--- src/rtl/seq_scan_ctrl.sv ---
// seq_scan_ctrl: accepts a parallel word over a valid/ready handshake and
// shifts it MSB-first through a programmable, overlapping pattern matcher.
// It reports how many matches the word held and the send-order index of the
// bit that completed the first match.
//
// Handshake: a word transfers on a rising edge where in_valid and in_ready
// are both high. in_ready is high only while idle. in_valid may be held high
// across words, and in_data must stay stable while in_valid is high and the
// word has not yet been taken.
module seq_scan_ctrl #(
  parameter int DW = 16,  // word width, bits serialized per word
  parameter int PW = 5,   // maximum pattern length
  parameter int LW = 3,   // width of the length field
  parameter int CW = 5    // width of count / position results
) (
  input  logic          clk,
  input  logic          rst,
  input  logic          cfg_we,
  input  logic [PW-1:0] cfg_pat,
  input  logic [LW-1:0] cfg_len,
  input  logic          in_valid,
  input  logic [DW-1:0] in_data,
  output logic          in_ready,
  output logic          busy,
  output logic          bit_out,
  output logic          hit,
  output logic          done,
  output logic [CW-1:0] match_cnt,
  output logic [CW-1:0] first_pos,
  output logic          found,
  output logic [1:0]    state_dbg
);

  localparam int            IW       = (DW > 1) ? $clog2(DW) : 1;
  localparam logic [LW-1:0] LEN_MAX  = LW'(PW);
  localparam logic [PW-1:0] PAT_DEF  = PW'(5'b10110);
  localparam logic [LW-1:0] LEN_DEF  = LW'(5);
  localparam logic [IW-1:0] IDX_LAST = IW'(DW - 1);

  typedef enum logic [1:0] {
    IDLE  = 2'd0,
    SHIFT = 2'd1,
    DONE  = 2'd2
  } state_t;

  state_t        state;
  state_t        state_nxt;
  logic          accept;
  logic          shift_en;
  logic          last_bit;
  logic          cfg_ok;

  logic [PW-1:0] pat_q;
  logic [LW-1:0] len_q;
  logic [DW-1:0] data_q;
  logic [PW-1:0] hist;
  logic [PW-1:0] hist_nxt;
  logic [LW-1:0] seen;
  logic [LW-1:0] seen_nxt;
  logic [IW-1:0] idx;
  logic [PW-1:0] len_mask;
  logic          match;

  // Mask that keeps the low n bits of a PW-bit value.
  function automatic logic [PW-1:0] mask_of(input logic [LW-1:0] n);
    logic [PW-1:0] m;
    m = '0;
    for (int k = 0; k < PW; k++) begin
      if (k < int'(n)) m[k] = 1'b1;
    end
    return m;
  endfunction

  assign state_dbg = state;

  // State register.
  always_ff @(posedge clk or negedge rst) begin
    if (!rst) state <= IDLE;
    else      state <= state_nxt;
  end

  // Next-state logic and per-cycle control strobes.
  always_comb begin
    state_nxt = state;
    accept    = 1'b0;
    shift_en  = 1'b0;
    last_bit  = 1'b0;
    unique case (state)
      IDLE: begin
        if (in_valid && in_ready) begin
          accept    = 1'b1;
          state_nxt = SHIFT;
        end
      end
      SHIFT: begin
        shift_en = 1'b1;
        if (idx == IDX_LAST) begin
          last_bit  = 1'b1;
          state_nxt = DONE;
        end
      end
      DONE: begin
        state_nxt = IDLE;
      end
      default: begin
        state_nxt = IDLE;
      end
    endcase
  end

  // Status flags follow the state the FSM is entering, so they are clean flops.
  always_ff @(posedge clk or negedge rst) begin
    if (!rst) begin
      in_ready <= 1'b1;
      busy     <= 1'b0;
      done     <= 1'b0;
    end else begin
      in_ready <= (state_nxt == IDLE);
      busy     <= (state_nxt == SHIFT);
      done     <= (state_nxt == DONE);
    end
  end

  // A config write lands only while idle and only with a legal length; a
  // write on the accept edge therefore applies to the word being accepted.
  assign cfg_ok = (state == IDLE) && cfg_we && (cfg_len <= LEN_MAX);

  // Pattern and length registers.
  always_ff @(posedge clk or negedge rst) begin
    if (!rst) begin
      pat_q <= PAT_DEF;
      len_q <= LEN_DEF;
    end else if (cfg_ok) begin
      pat_q <= cfg_pat;
      len_q <= cfg_len;
    end
  end

  // History as it will look once the current bit is taken in at the LSB;
  // the match decision is made on this post-shift view.
  assign hist_nxt = {hist[PW-2:0], data_q[DW-1]};
  assign seen_nxt = (seen >= LEN_MAX) ? seen : seen + 1'b1;
  assign len_mask = mask_of(len_q);
  assign match    = (len_q != '0) && (seen_nxt >= len_q) &&
                    ((hist_nxt & len_mask) == (pat_q & len_mask));

  // Serializer, history, and result registers. History is never cleared on
  // a match, so overlapping occurrences are all counted; it is cleared on
  // every accept so matches cannot span words.
  always_ff @(posedge clk or negedge rst) begin
    if (!rst) begin
      data_q    <= '0;
      hist      <= '0;
      seen      <= '0;
      idx       <= '0;
      bit_out   <= 1'b0;
      hit       <= 1'b0;
      match_cnt <= '0;
      first_pos <= '0;
      found     <= 1'b0;
    end else begin
      hit <= 1'b0;
      if (accept) begin
        data_q    <= in_data;
        hist      <= '0;
        seen      <= '0;
        idx       <= '0;
        match_cnt <= '0;
        first_pos <= '0;
        found     <= 1'b0;
      end else if (shift_en) begin
        data_q  <= {data_q[DW-2:0], 1'b0};
        hist    <= hist_nxt;
        seen    <= seen_nxt;
        bit_out <= data_q[DW-1];
        if (!last_bit) idx <= idx + 1'b1;
        if (match) begin
          hit       <= 1'b1;
          match_cnt <= match_cnt + 1'b1;
          if (!found) begin
            first_pos <= CW'(idx);
            found     <= 1'b1;
          end
        end
      end
    end
  end

endmodule

--- config.mk ---
export PLATFORM = sky130hd
export DESIGN_NAME = seq_scan_ctrl
export DESIGN_NICKNAME = d
export VERILOG_FILES = /design/src/rtl/seq_scan_ctrl.sv
export SDC_FILE = /design/constraint.sdc
export NUM_CORES = 1
export LEC_CHECK = 0
export BUFFER_PORTS_ARGS = -buffer_cell sky130_fd_sc_hd__buf_4
export CORE_MARGIN = 3
export CORE_UTILIZATION = 59
export CTS_BUF_LIST = sky130_fd_sc_hd__clkbuf_16
export DETAILED_ROUTE_END_ITERATION = 12
export GPL_ROUTABILITY_DRIVEN = 0
export PLACE_DENSITY_LB_ADDON = 0.2
export SLEW_MARGIN = 40
export SYNTH_ARGS = -nofsm -noshare
export SYNTH_HDL_FRONTEND = slang
export SYNTH_SLANG_ARGS = --single-unit
--- constraint.sdc ---
create_clock -name clk -period 7.8 [get_ports clk]
set_clock_uncertainty 0.1 [all_clocks]
set_input_delay 1.56 -clock clk [delete_from_list [all_inputs] [get_ports clk]]
set_output_delay 1.56 -clock clk [all_outputs]
set_load 0.01 [all_outputs]
# Word level (Yosys, flattened, before mapping)
# Index checks and enable logic that the tools add are counted.
# W data, S select, Z words.
[classes] n_eq_ne=7 addsub=3 mux=36 bitwise=3 n_reduce_logical=14 order_cmp=8
[op_table] cell="$mux W5" n=7
[op_table] cell="$mux W16" n=2
[op_table] cell="$mux W4" n=5
[op_table] cell="$mux W1" n=16
[op_table] cell="$and A5 B5 Y5" n=2
[op_table] cell="$mux W3" n=3
[op_table] cell="$lt A1 B3 Y1 const A" n=2
[op_table] cell="$lt A2 B3 Y1 const A" n=2
[op_table] cell="$reduce_and A2 Y1" n=3
[op_table] cell="$add A5 B1 Y5 const B" n=1
[op_table] cell="$eq A5 B5 Y1" n=1
[op_table] cell="$logic_and A1 B1 Y1" n=5
[op_table] cell="$add A4 B1 Y4 const B" n=1
[op_table] cell="$eq A2 B1 Y1 const B" n=2
[op_table] cell="$eq A4 B4 Y1 const B" n=1
[op_table] cell="$logic_not A2 Y1" n=2
[op_table] cell="$mux W2" n=2
[op_table] cell="$pmux W2 S2" n=1
[op_table] cell="$reduce_bool A2 Y1" n=2
[op_table] cell="$add A3 B1 Y3 const B" n=1
[op_table] cell="$ge A3 B3 Y1" n=1
[op_table] cell="$ge A3 B3 Y1 const B" n=1
[op_table] cell="$le A3 B3 Y1 const B" n=1
[op_table] cell="$lt A3 B3 Y1 const A" n=1
[op_table] cell="6 further kinds" n=6
[totals] wordCells=86 out_inout_bits=18 input_bits=28 regBits=53

# Longest topological paths before layout
[logic_depth] depth_word=8 ltp_mapped=12 depth_no_buf=11

# Worst setup path before layout
# No wires, ideal clock.
[synth_path] path_kind="reg-to-reg" from="reg seen[0]" to="reg match_cnt[2]" arrival_ns=2.610 slack_ns=5.012 required_ns=7.622 stages_incl_launch_ff=11 setup_ns=0.078 synth_period_minus_slack_ns=2.788 path_buffers=1 path_cell_list="dfrtp_1 -> ha_1 -> o31ai_1 -> mux2i_1 -> ha_1 -> nand2b_1 -> a31oi_1 -> or4_4 -> buf_6 -> or3_1 -> a21oi_1"
[synth_between] elab_chain_len=7 word_cells_on_any_way=8 classes_between="add/sub: 1; order compare: 2; mux: 1; reduce/logical: 4"
[synth_lines] element="start, declared" line="58" source="logic [LW-1:0] seen;"
[synth_lines] element="start signal, assigned" line="174" source="seen <= seen_nxt;"
[synth_lines] element="$add A3 B1 Y3 / $ge A3 B3 Y1 (equally long branches)" line="142" source="assign seen_nxt = (seen >= LEN_MAX) ? seen : seen + 1'b1;"
[synth_lines] element="$mux W3 (*)" line="142"
[synth_lines] element="$ge A3 B3 Y1 (*)" line="144" source="assign match = (len_q != '0) && (seen_nxt >= len_q) &&"
[synth_lines] element="$logic_and A1 B1 Y1 (*) (2 in series)" line="144"
[synth_lines] element="$reduce_bool A2 Y1 (no source line) (*)"
[synth_lines] element="$reduce_and A2 Y1 (no source line) (*)"
[synth_lines] element="end signal, assigned" line="179" source="match_cnt <= match_cnt + 1'b1;"
[synth_lines] element="end, declared" line="28" source="output logic [CW-1:0] match_cnt,"
# Every way passes the cells marked *; elsewhere a longest branch is shown, timed or not.
# A chain may end at the register's enable or synchronous reset.

# Worst setup path after layout
[layout_path] from="reg seen[0]" to="reg first_pos[1]"
[layout_between] elab_chain_len=7 word_cells_on_any_way=8 classes_between="add/sub: 1; order compare: 2; mux: 1; reduce/logical: 4"
[layout_lines] element="$add A3 B1 Y3 / $ge A3 B3 Y1 (equally long branches)" line="142"
[layout_lines] element="$mux W3 (*)" line="142"
[layout_lines] element="$ge A3 B3 Y1 (*)" line="144"
[layout_lines] element="$logic_and A1 B1 Y1 (*) (2 in series)" line="144"
[layout_lines] element="$reduce_bool A2 Y1 (no source line) (*)"
[layout_lines] element="$reduce_and A3 Y1 (no source line) (*)"
[layout_lines] element="end signal, assigned" line="181" source="first_pos <= CW'(idx);"
[layout_lines] element="end, declared" line="29" source="output logic [CW-1:0] first_pos,"
# Marks and branches as above.

==> flow_metrics.env <==
export IMPL_avgViaCountPerCell=5.46
export IMPL_period_needed_ps=3020
export IMPL_grt_pass1_vias=1686
export IMPL_n_antenna_cell=0
export IMPL_rsz0062_at_grt="no"
export IMPL_post_cts_buffers=0
export IMPL_std_cell_rows=22
export IMPL_timing_max_transition_violations_final=0
export IMPL_status="finished, final reports clean"
export IMPL_final_instance_count_excl_fill=319
export IMPL_design_final_nets=305
export IMPL_wl_per_cell_um=14.6
export IMPL_grt_max_degree=53
export IMPL_timing_hold_worst_class="reg2reg"
export IMPL_floorplan_die_area_mm2=0.00482
export IMPL_cts_repair_resize_count=0
export IMPL_holdPathEnd="data_q[11]"
export IMPL_buffer_ports_inserted=44
export IMPL_timing_critical_path_arrival_ps=3130
export IMPL_clk_path_buf_depth=2
export IMPL_syn_avg_cell_area_um2=10.3
export IMPL_max_freq_ghz=0.331
export IMPL_critPathCaptureType="flip-flop"
export IMPL_antenna_found_initial=0
export IMPL_layout_filler_cells=269
export IMPL_yosysMostFrequentCell="sky130_fd_sc_hd__nand2_1"
export IMPL_cp_start_kind="flip-flop"
export IMPL_cts_made_buffers=5
export IMPL_detail_route_drc_violations=0
export IMPL_ys_types=34
export IMPL_num_vias=1742
export IMPL_syn_cell_area_mm2=0.00237
export IMPL_cts_root_buf="sky130_fd_sc_hd__clkbuf_16"
export IMPL_drt_iter0_drc=136
export IMPL_synth_area_top_cells="sky130_fd_sc_hd__dfrtp_1 (48%), sky130_fd_sc_hd__nand2_1 (9.3%), sky130_fd_sc_hd__dfstp_2 (6.6%), sky130_fd_sc_hd__a22oi_1 (4.7%), sky130_fd_sc_hd__mux2i_1 (3.8%)"
export IMPL_dieWidth_um=69.4
export IMPL_critical_path_reg2reg_startpoint="seen[0]"
export IMPL_total_power_mw=1.16
export IMPL_cts_tree="done"
export IMPL_setup_worst_path_class="reg2reg"
export IMPL_insertion_delay_to_the_later_sink_of_the_worst_skew_pair_ps=290
export IMPL_largest_driver_fanout_on_the_critical_path=6
export IMPL_synth_net_count=265
export IMPL_placed_cells_incl_taps=311
export IMPL_cp_data_required_time_ps=7900
export IMPL_multi_input_comb_area_um2=976
export IMPL_synth_top_cell_by_area="sky130_fd_sc_hd__dfrtp_1"
export IMPL_path_clk_slew_ps=60
export IMPL_ys_flop_type="sky130_fd_sc_hd__dfrtp_1"
export IMPL_synth_cells_most_frequent="sky130_fd_sc_hd__nand2_1 (59), sky130_fd_sc_hd__dfrtp_1 (46), sky130_fd_sc_hd__a22oi_1 (15), sky130_fd_sc_hd__clkbuf_1 (9), sky130_fd_sc_hd__mux2i_1 (9)"
export IMPL_power_density_over_the_cells_mw_per_mm2=407
export IMPL_syn_inst=230
export IMPL_die_h_um=69.4
export IMPL_start_util_pct=63.0
export IMPL_grt_pass1_wl_um=7820
export IMPL_yosysSeqAreaShare_pct=55.1
export IMPL_timing_final_setup_violations=0
export IMPL_yosysWarnings=0
export IMPL_synth_edf_count=0
export IMPL_ys_async_sr_fraction_pct=100
export IMPL_final_hold_vios=0
export IMPL_maxSlewHeadroom_pct=51.6
export IMPL_synth_largest_type_area_fraction_pct=48.5
export IMPL_drt_pass1_iter_count=4
export IMPL_placedInstanceArea_mm2=0.00271
export IMPL_post_route_cell_area_mm2=0.00285
export IMPL_timing_max_cap_violations=0
export IMPL_area_growth_pct=20.0
export IMPL_p_leak_nw=1.41
export IMPL_globalRouteTotalUtil_pct=20.2
export IMPL_finalCoreUtilization_pct=75.5
export IMPL_globalRouteOverflowTotal=0
export IMPL_ys_seq_elements=52
export IMPL_ctsHoldBuffers=0
export IMPL_post_route_fraction_of_the_period_consumed_by_the_critical_path_pct=38.7
export IMPL_ant_nets=0
export IMPL_worst_slew_pin_slew_ps=724
export IMPL_cts_num_sinks=52
export IMPL_regToRegEndpoint="first_pos[1]"
export IMPL_hold_start="data_q[11]"
export IMPL_register_area_mm2=0.00131
export IMPL_core_area_mm2=0.00377
export IMPL_ctsHtreeMaxLevel=2
export IMPL_worstHoldPathCells=2
export IMPL_vdd_ir_drop_worst_uv=281
export IMPL_setup_tns_ps=0
export IMPL_drive_gt1_share_pct=25.8
export IMPL_finalWirelength_um=4650
export IMPL_detailed_placement_wirelength_estimate_um=3260
export IMPL_reg2regPathDepth=9
export IMPL_i_o_pin_count=46
export IMPL_regToRegSetupSlack_ps=4780
## critical path, cell delays in order, from the launching register on
cell and delay [ps]:
sky130_fd_sc_hd__dfrtp_1 450, sky130_fd_sc_hd__ha_1 230, sky130_fd_sc_hd__o31ai_1 370, sky130_fd_sc_hd__mux2i_1 190, sky130_fd_sc_hd__ha_1 310, sky130_fd_sc_hd__nand2b_1 100
sky130_fd_sc_hd__a31oi_1 90, sky130_fd_sc_hd__or4_4 580, sky130_fd_sc_hd__nor3_4 280, sky130_fd_sc_hd__mux2i_1 240
## area by class of cell
| cell class | count | share of cell area, % |
|---|---|---|
| multi-input combinational | 158 | 34.3 |
| clock buffer | 5 | 4.39 |
| sequential | 52 | 45.9 |
| clock inverter | 3 | 0.395 |
| timing repair buffer | 45 | 11.9 |
| tap | 48 | 2.11 |
| inverter | 8 | 1.05 |
## power by group
group	switching (mW)	internal, mW	total [mW]
sequential	0.0941	0.394	0.488
clock	0.0874	0.115	0.203
combinational	0.252	0.215	0.467
## logic make-up (layout without fill, tap and decap cells)
group,count (synthesis),after routing,share of synthesized area (%)
and+or+nand+nor,89,89,16.7
muxes,17,17,7.59
DFF,52,52,55.1
adders and majority gates,7,7,3.69
AOI/OAI and AO/OA,37,37,10.2
buffers and inverters,20,61,3.95
xor gates and xnor gates,7,7,2.58
other,1,1,0.158
## cells in the final DEF (no fill, tap or decap), drive strengths merged, types with 6 or more instances in the layout
cell type and instances:
nand2 59, dfrtp 46, buf 45, a22oi 15, inv 11, mux2i 9, nor2 9, nand3 8
o21ai 8, mux2 8, ha 7, a21oi 6, dfstp 6
## layer usage
| metal | wire length [µm] | part of all wire (%) | vias to the layer above | track usage [%] |
|---|---|---|---|---|
| met5 | 0 | 0 | - | 0 |
| met4 | 49 | 1.1 | 0 | 4.56 |
| met3 | 264 | 5.7 | 6 | 6.38 |
| met2 | 2380 | 51 | 45 | 33.1 |
| met1 | 1960 | 42 | 839 | 26.5 |
| li1 | - | - | 852 | - |
## flip-flops by register name, indices dropped and copies added, names as in the netlist, 2 cells and up
register,cells
pat_q,5
match_cnt,5
hist,4
data_q,16
seen,3
first_pos,4
state_dbg,2
idx,4
len_q,3
## worst max-delay path by stage
stage	endpoint	cells after the start	slack [ps]	startpoint
finish	first_pos[1]	9	4780	seen[0]
global route	first_pos[1]	9	4520	seen[0]
CTS	first_pos[1]	9	4770	seen[0]
detailed placement	seen[0]	5	4550	in_valid
global placement	seen[1]	4	4260	in_valid
floorplan	match_cnt[2]	10	5010	seen[0]
## through the flow
stage | hold slack (ps) | setup WS [ps]
finish | 382 | 4780
global route | 407 | 4520
CTS | 382 | 4770
detailed placement | 367 | 4550
global placement | 359 | 4260
floorplan | 346 | 5010
Note: power is estimated with default switching activity, not from simulation.
